### src/rtl/game_pkg.sv
`default_nettype none
// ============================================================================
// Module  : game_pkg
// Brief   : Shared 4x4 game constants and encodings. WIN_DIAGONAL_EN adds the
//           two diagonals to the scanned line set.
// Revision: 1.0
// ============================================================================
package game_pkg;

  localparam int BOARD_DIM   = 4;
  localparam int BOARD_CELLS = 16;

`ifdef WIN_DIAGONAL_EN
  localparam int NUM_LINES = 10;
`else
  localparam int NUM_LINES = 8;
`endif

  typedef enum logic [1:0] {
    GAME_INIT = 2'd0,
    P1_TURN   = 2'd1,
    P2_TURN   = 2'd2,
    END_GAME  = 2'd3
  } game_state_e;

  localparam logic PLAYER1 = 1'b0;
  localparam logic PLAYER2 = 1'b1;

  localparam logic [1:0] CHK_IDLE = 2'd0;
  localparam logic [1:0] CHK_SCAN = 2'd1;
  localparam logic [1:0] CHK_DONE = 2'd2;

endpackage
`default_nettype wire

### src/rtl/board_win_checker_win_line_rom.sv
`default_nettype none
// ============================================================================
// Module  : win_line_rom
// Brief   : Line index to cell mask. Diagonals present only with WIN_DIAGONAL_EN.
// Revision: 1.0
// ============================================================================
module win_line_rom
  import game_pkg::*;
#(
  parameter int NUM_LINES = game_pkg::NUM_LINES
) (
  input  wire logic [3:0]  line_idx,
  output logic      [15:0] mask
);

  always_comb begin
    mask = 16'h0000;
    if ({28'd0, line_idx} < 32'(NUM_LINES)) begin
      case (line_idx)
        4'd0, 4'd1, 4'd2, 4'd3: mask = 16'h000F << {line_idx[1:0], 2'b00};
        4'd4, 4'd5, 4'd6, 4'd7: mask = 16'h1111 << line_idx[1:0];
`ifdef WIN_DIAGONAL_EN
        4'd8:                   mask = 16'h8421;
        4'd9:                   mask = 16'h1248;
`endif
        default:                mask = 16'h0000;
      endcase
    end
  end

endmodule
`default_nettype wire

### config.mk
export PLATFORM = sky130hd
export DESIGN_NAME = win_line_rom
export DESIGN_NICKNAME = d
export VERILOG_FILES = /design/src/rtl/game_pkg.sv /design/src/rtl/board_win_checker_win_line_rom.sv
export SDC_FILE = /design/constraint.sdc
export NUM_CORES = 1
export LEC_CHECK = 0
export CORE_AREA = 10 10 47 49
export DETAILED_ROUTE_END_ITERATION = 7
export DIE_AREA = 0 0 57 59
export PLACE_DENSITY = 0.48
export SYNTH_ARGS = -nofsm -noshare
export SYNTH_HDL_FRONTEND = slang
export SYNTH_SLANG_ARGS = --single-unit
### constraint.sdc
create_clock -name vclk -period 1
set_input_delay 0.2 -clock vclk [all_inputs]
set_output_delay 0.2 -clock vclk [all_outputs]
set_load 0.01 [all_outputs]
; ---- Word level (Yosys, flattened, before mapping)
; Index checks and enable logic that the tools add are counted.
[classes]
div = 0
n_eq_ne = 7
addsub = 0
n_mul = 0
muxes = 2
magnitude_cmp = 1
bitwise = 0
reduce_logical = 3
shifts = 2
[ops]
columns = cell, count
row1 = case mux 16 bit (2 select lines), 1
row2 = == test 4 x 3 -> 1 bit (second input constant), 4
row3 = two-way mux 16 bit, 1
row4 = left shift 13 x 2 -> 16 bit (first input constant), 1
row5 = left shift 4 x 4 -> 16 bit (first input constant), 1
row6 = == test 4 x 2 -> 1 bit (second input constant), 2
row7 = OR reduction 4 bit, 2
row8 = == test 4 x 1 -> 1 bit (second input constant), 1
row9 = zero test 4 bit, 1
row10 = < comparator 4 bit (second input constant), 1
[totals]
elab_cells = 15
mem_bits_rw = 0
mem_bits_ro = 0
ff_bits = 0
in_bits = 4
latchBits = 0
memories = 0
out_inout_bits = 16

; ---- Longest topological paths before layout
; Gate-level depths: netlist (run 1).
[depth]
depth_word = 4
mapped_depth = 4
ltp_nobuf = 2

; ---- Least setup slack after synthesis (run 1)
; No wires, ideal clock.
[synth_path]
kind = input to output
start = input line_idx[1]
end = output mask[12]
path_buffers = 2
arrival_ps = 859
setup_slack_ps = -59
t_required_ps = 800
path_stages = 4
cell_sequence = buf_6 or2_1 buf_6 o22ai_1
[synth_between]
elab_chain_cells = 4
elab_cells_between_ends = 15
classes_between = order compare (1) / eq/ne (7) / shift (2) / mux (2) / reduce/logical (3)
[synth_rtl]
columns = item, line_no
row1 = from (decl), board_win_checker_win_line_rom.sv:12  ; input wire logic [3:0] line_idx,
row2 = "== test 4 x 3 -> 1 bit, or another cell as far along", board_win_checker_win_line_rom.sv:19  ; case (line_idx)
row3 = OR reduction 4 bit, board_win_checker_win_line_rom.sv:19
row4 = case mux 16 bit (2 select lines), board_win_checker_win_line_rom.sv:19
row5 = two-way mux 16 bit (*), board_win_checker_win_line_rom.sv:18  ; if ({28'd0, line_idx} < 32'(NUM_LINES)) begin
row6 = to (decl), board_win_checker_win_line_rom.sv:13  ; output logic [15:0] mask
; Every way passes the cells marked *; elsewhere a longest branch is shown, timed or not.

; ---- Worst setup path after layout (run 1)
[layout_path]
start = input line_idx[1]
end = output mask[3]
; The elaborated chain is that of the path after synthesis.

==> metrics.csv, run 1 <==
stage;metric;value;unit
clock_network;hold_buffers;0;
timing;rsz0062_at_grt;true;
timing;slew_headroom;89.09;%
pwr;power_density;443.3;nW/µm²
floorplanning;die_x;57;µm
global_routing;use_met3;2.575;%
synthesis;syn_inst;32;
placement;dp.cells;72;
timing;finalMaxSlewViolations;0;
timing;max_freq;947.5;MHz
timing;setup_violations;10;
worst_setup_path;critical_path.max_fanout;6;
flow_run;maxCapViolations;0;
global_routing;grt_antenna_before_repair;0;
synthesis;yosys_warnings;0;
floorplanning;initial_core_util;14.73;%
cells_and_area;drive_gt1_share;79.31;%
synthesis;syn_avg_cell_area;6.452;µm²
worst_setup_path;cp-start-kind;input pin;
cells_and_area;seq_area;0;µm²
route;drc;0;
timing;setup_ws;-55.41;ps
worst_setup_path;cp.required;800;ps
floorplanning;rows;14;
cells_and_area;design.seq.count;0;
timing;fin_crit;1055;ps
route;vias;290;
cells_and_area;n_clock_buffer;0;
global_routing;first_global_vias;324;
timing;hold_viol;0;
cells_and_area;fin_cells;74;
hold_path;holdPathStages;4;
worst_setup_path;critical_path_class;in -> out;
worst_setup_path;critPathCaptureType;primary output;
timing;worstMarginPinSlew;163.6;ps
synthesis;synth_cell_type_count;11;
floorplanning;die-area;3363;µm²
route;dr.pass1.iters;4;
global_routing;top_usage_layer;met2;
route;dr.first_iter.drc_count;6;
global_routing;use_met1;5.113;%
synthesis;ys_top_cells_by_area;buf_6, nor2_1, nand2b_1;
route;post_drt_wl_per_cell;11.12;µm
floorplanning;core_area;1401;µm²
global_routing;grt_pass1_wl;1345;µm
global_routing;grt_max_degree;8;
route;vias_per_cell;3.919;
cells_and_area;diodes;0;
route;drtAntennaViolNets;0;
pwr;power;0.2191;mW
floorplanning;pin_count;20;
hold_path;hp-class;in -> out;
run_status;status;complete, but fails checks;
cells_and_area;fillCellCount;167;
global_routing;gr-total-overflow;0;
cells_and_area;area_growth;139.4;%
synthesis;synth_top_area_cell;buf_6;
floorplanning;die_y;59;µm
route;finalWirelength;823;µm
placement;io_buffers;20;
synthesis;synth_area;206.4;µm²
pwr;power.leakage;0.2575;nW
synthesis;seq_area_frac_synth;0;%
pwr;vdd_drop_max;0.2154;mV
placement;place_congestion;0.5949;
synthesis;synth_top_area_share;21.82;%
timing;fin_crit_sh;105.5;%
synthesis;syn-num-nets;36;
run_status;violations;setup timing;
worst_setup_path;cp.arrival;860;ps
global_routing;track_usage;4.453;%
placement;pre_cts_slack;-927.6;ps
cells_and_area;layout.nets;64;
global_routing;met2_usage;7.442;%
per-stage QoR:
step	utilization, %	TNS (ps)	area [µm²]	hold slack (ps)
3_3_place_gp	31.52	-14270	441.7	1540
5_1_grt	35.27	-854.7	494.2	766.3
4_1_cts	32.86	-435.9	460.4	744.1
3_5_place_dp	31.52	-14130	441.7	1533
6_report	35.27	-227.6	494.2	749.0
2_1_floorplan	-	-212.5	206.4	454.4
Yosys cell counts:
cell / n
buf_6: 4
nand2b_1: 4
nor3_1: 4
inv_1: 1
o22ai_2: 1
nor2_1: 8
xor2_1: 2
xnor2_1: 2
or2_1: 2
o22ai_1: 3
nand2_1: 1
kinds of logic (layout without fill, tap and decap cells):
logic type | count (synthesis) | in the layout | synth area share, %
buffers and inverters | 5 | 31 | 23.63
AOI/OAI and AO/OA | 4 | 4 | 15.15
xor gates and xnor gates | 4 | 4 | 16.97
and+or+nand+nor | 19 | 19 | 44.24
cell usage in the layout, fill, tap and decap left out, types with 2 or more instances in the layout:
cell type	netlist	layout
or2_4	0	2
nor2_1	8	7
buf_8	0	3
nor3_2	0	3
nand2b_1	4	2
o22ai_2	1	3
buf_6	4	6
xnor2_2	0	2
xor2_2	0	2
nand2b_4	0	2
buf_4	0	5
buf_2	0	16
where the power goes:
part	switching, mW	total (mW)	internal (mW)
Combinational	0.101	0.219	0.118
Clock	0	0	0
Sequential	0	0	0
Total	0.101	0.219	0.118
cell type report:
type / instances / area [µm²] / share of cell area (%)
multi-input combinational: 27 / 237.7 / 48.10
tap: 16 / 20.02 / 4.051
timing repair buffer: 30 / 230.2 / 46.58
inverter: 1 / 6.256 / 1.266
per-layer routing:
layer	up-vias	routed length [µm]
met5	-	0
met4	0	0
met3	0	119
met2	15	375
met1	122	328
li1	153	-
worst max-delay path, cell delays in order:
cell	delay [ps]
buf_8	100
or2_4	280
o22ai_2	130
buf_2	150
timing repair:
item / CTS / global route
resized for setup: 105 / 9
endpoints found under the setup margin: 16 / 16
pin swaps: 12 / 6
buffers inserted: 2 / 0
path summary, 6_finish.rpt:
path | from | slack [ps] | endpoint
worst min-delay path | line_idx[3] | 750 | mask[10]
worst max-delay path | line_idx[1] | -60 | mask[3]
Note: power is estimated with default switching activity, not from simulation.
==> run 2: changes to the inputs <==
PLACE_DENSITY = default   (was 0.48)
==> metrics.csv, run 2 (synthesis results as in run 1) <==
stage;metric;value;unit;change
flow_run;maxCapViolations;0;;unchanged
worst_setup_path;critPathLaunch;line_idx[3];;
timing;worstMarginPinSlew;193.3;ps;+29.72 ps
route;dr.pass1.iters;1;;-3
placement;io_buffers;20;;unchanged
worst_setup_path;cp-start-kind;input pin;;
global_routing;grt_max_degree;7;;-1
global_routing;gr-total-overflow;0;;unchanged
clock_network;hold_buffers;0;;unchanged
global_routing;first_global_vias;354;;+9.3%
worst_setup_path;cp.arrival;870;ps;about the same
cells_and_area;area_growth;144.8;%;
floorplanning;rows;14;;unchanged
timing;finalMaxSlewViolations;0;;unchanged
global_routing;grt_pass1_wl;1559;µm;+16%
floorplanning;die_x;57;µm;unchanged
timing;setup_ws;-71.03;ps;-15.62 ps
floorplanning;pin_count;20;;unchanged
floorplanning;core_area;1401;µm²;unchanged
cells_and_area;final_common_cell;buf_2;;
cells_and_area;seq_area;0;µm²;unchanged
timing;max_freq;933.7;MHz;-1.5%
route;vias_per_cell;4.315;;+10%
route;drtAntennaViolNets;0;;unchanged
hold_path;min_from;line_idx[3];;
floorplanning;initial_core_util;14.73;%;unchanged
cells_and_area;fillCellCount;157;;-6.0%
timing;slew_headroom;87.05;%;-2.0 points
route;drc;0;;unchanged
cells_and_area;n_clock_buffer;0;;unchanged
timing;hold_ws;755.2;ps;+6.289 ps
cells_and_area;layout.nets;63;;-1.6%
cells_and_area;final_cell_mix;buf_2, buf_6, nor2_2;;
worst_setup_path;critical_path.max_fanout;6;;unchanged
cells_and_area;drive_gt1_share;89.47;%;+10 points
global_routing;track_usage;5.149;%;+0.70 points
route;dr.first_iter.drc_count;0;;-6
pwr;power.leakage;0.2530;nW;-1.8%
timing;fin_crit;1071;ps;+15.62 ps
pwr;power;0.2277;mW;+3.9%
timing;hold_viol;0;;unchanged
floorplanning;die-area;3363;µm²;unchanged
global_routing;grt_antenna_before_repair;0;;unchanged
placement;place_congestion;0.6313;;+6.1%
timing;rsz0062_at_grt;true;;
pwr;vdd_drop_max;0.1832;mV;-15%
placement;dp_hpwl;650.1;µm;
route;finalWirelength;937;µm;+14%
hold_path;hp-class;in -> out;;
worst_setup_path;critical_path_class;in -> out;;
cells_and_area;diodes;0;;unchanged
timing;fin_crit_sh;107.1;%;+1.6 points
pwr;power_density;450.5;nW/µm²;+1.6%
route;post_drt_wl_per_cell;12.84;µm;+15%
route;vias;315;;+8.6%
worst_setup_path;cp.required;800;ps;about the same
worst_setup_path;critPathCaptureType;primary output;;
run_status;violations;setup timing;;
run_status;status;complete, but fails checks;;
timing;setup_violations;10;;unchanged
cells_and_area;multiInputGateArea;259.0;µm²;+8.9%
floorplanning;die_y;59;µm;unchanged
cells_and_area;design.seq.count;0;;unchanged
[run 2: changes by cell type in the layout (fill, tap and decap cells not counted), sizes merged]
cell	delta
buf	-1
[run 2: metal layers]
| layer | global-route usage [%] | wire length, µm | up-vias |
|---|---|---|---|
| met5 | 0 | 0 | - |
| met4 | 0 | 0 | 0 |
| met3 | 2.361 | 114 | 0 |
| met2 | 9.767 | 449 | 16 |
| met1 | 5.364 | 373 | 146 |
| li1 | - | - | 153 |
[run 2: final timing paths]
check / end / depth (start not counted) / slack, ps
min: mask[0] / 4 / 760
max: mask[3] / 4 / -70
[run 2: timing repair]
item                                    CTS  global route
endpoints found under the setup margin   16            16
pin swaps                                11             8
resized for setup                       106            11
endpoints found under the hold margin     0             0
setup buffers                             3             0
[run 2: stage by stage]
step / area (µm²) / cells / util [%] / setup slack, ps / TNS [ps]
floorplan: 206.4 / 32 / - / -58.75 / -212.5
global placement: 426.7 / 70 / 30.45 / -913.8 / -13840
detailed placement: 426.7 / 70 / 30.45 / -906.8 / -13850
CTS: 466.7 / 73 / 33.30 / -142.8 / -464.2
global route: 505.5 / 73 / 36.07 / -124.5 / -882.7
finish: 505.5 / 73 / 36.07 / -71.03 / -274.4
[run 2: report_power, final]
| part | total, mW | internal, mW | switching, mW |
|---|---|---|---|
| clock network | 0 | 0 | 0 |
| logic | 0.228 | 0.118 | 0.109 |
| registers | 0 | 0 | 0 |
| total | 0.228 | 0.118 | 0.109 |
[run 2: final cells by class]
| class | count | share of cell area [%] |
|---|---|---|
| timing repair buffer | 29 | 44.06 |
| tap | 16 | 3.960 |
| inverter | 1 | 0.7426 |
| multi-input combinational | 27 | 51.24 |
[run 2: critical path, stage by stage]
cell     delay [ps]
buf_6           100
or2_4           280
o22ai_2         140
buf_2           150
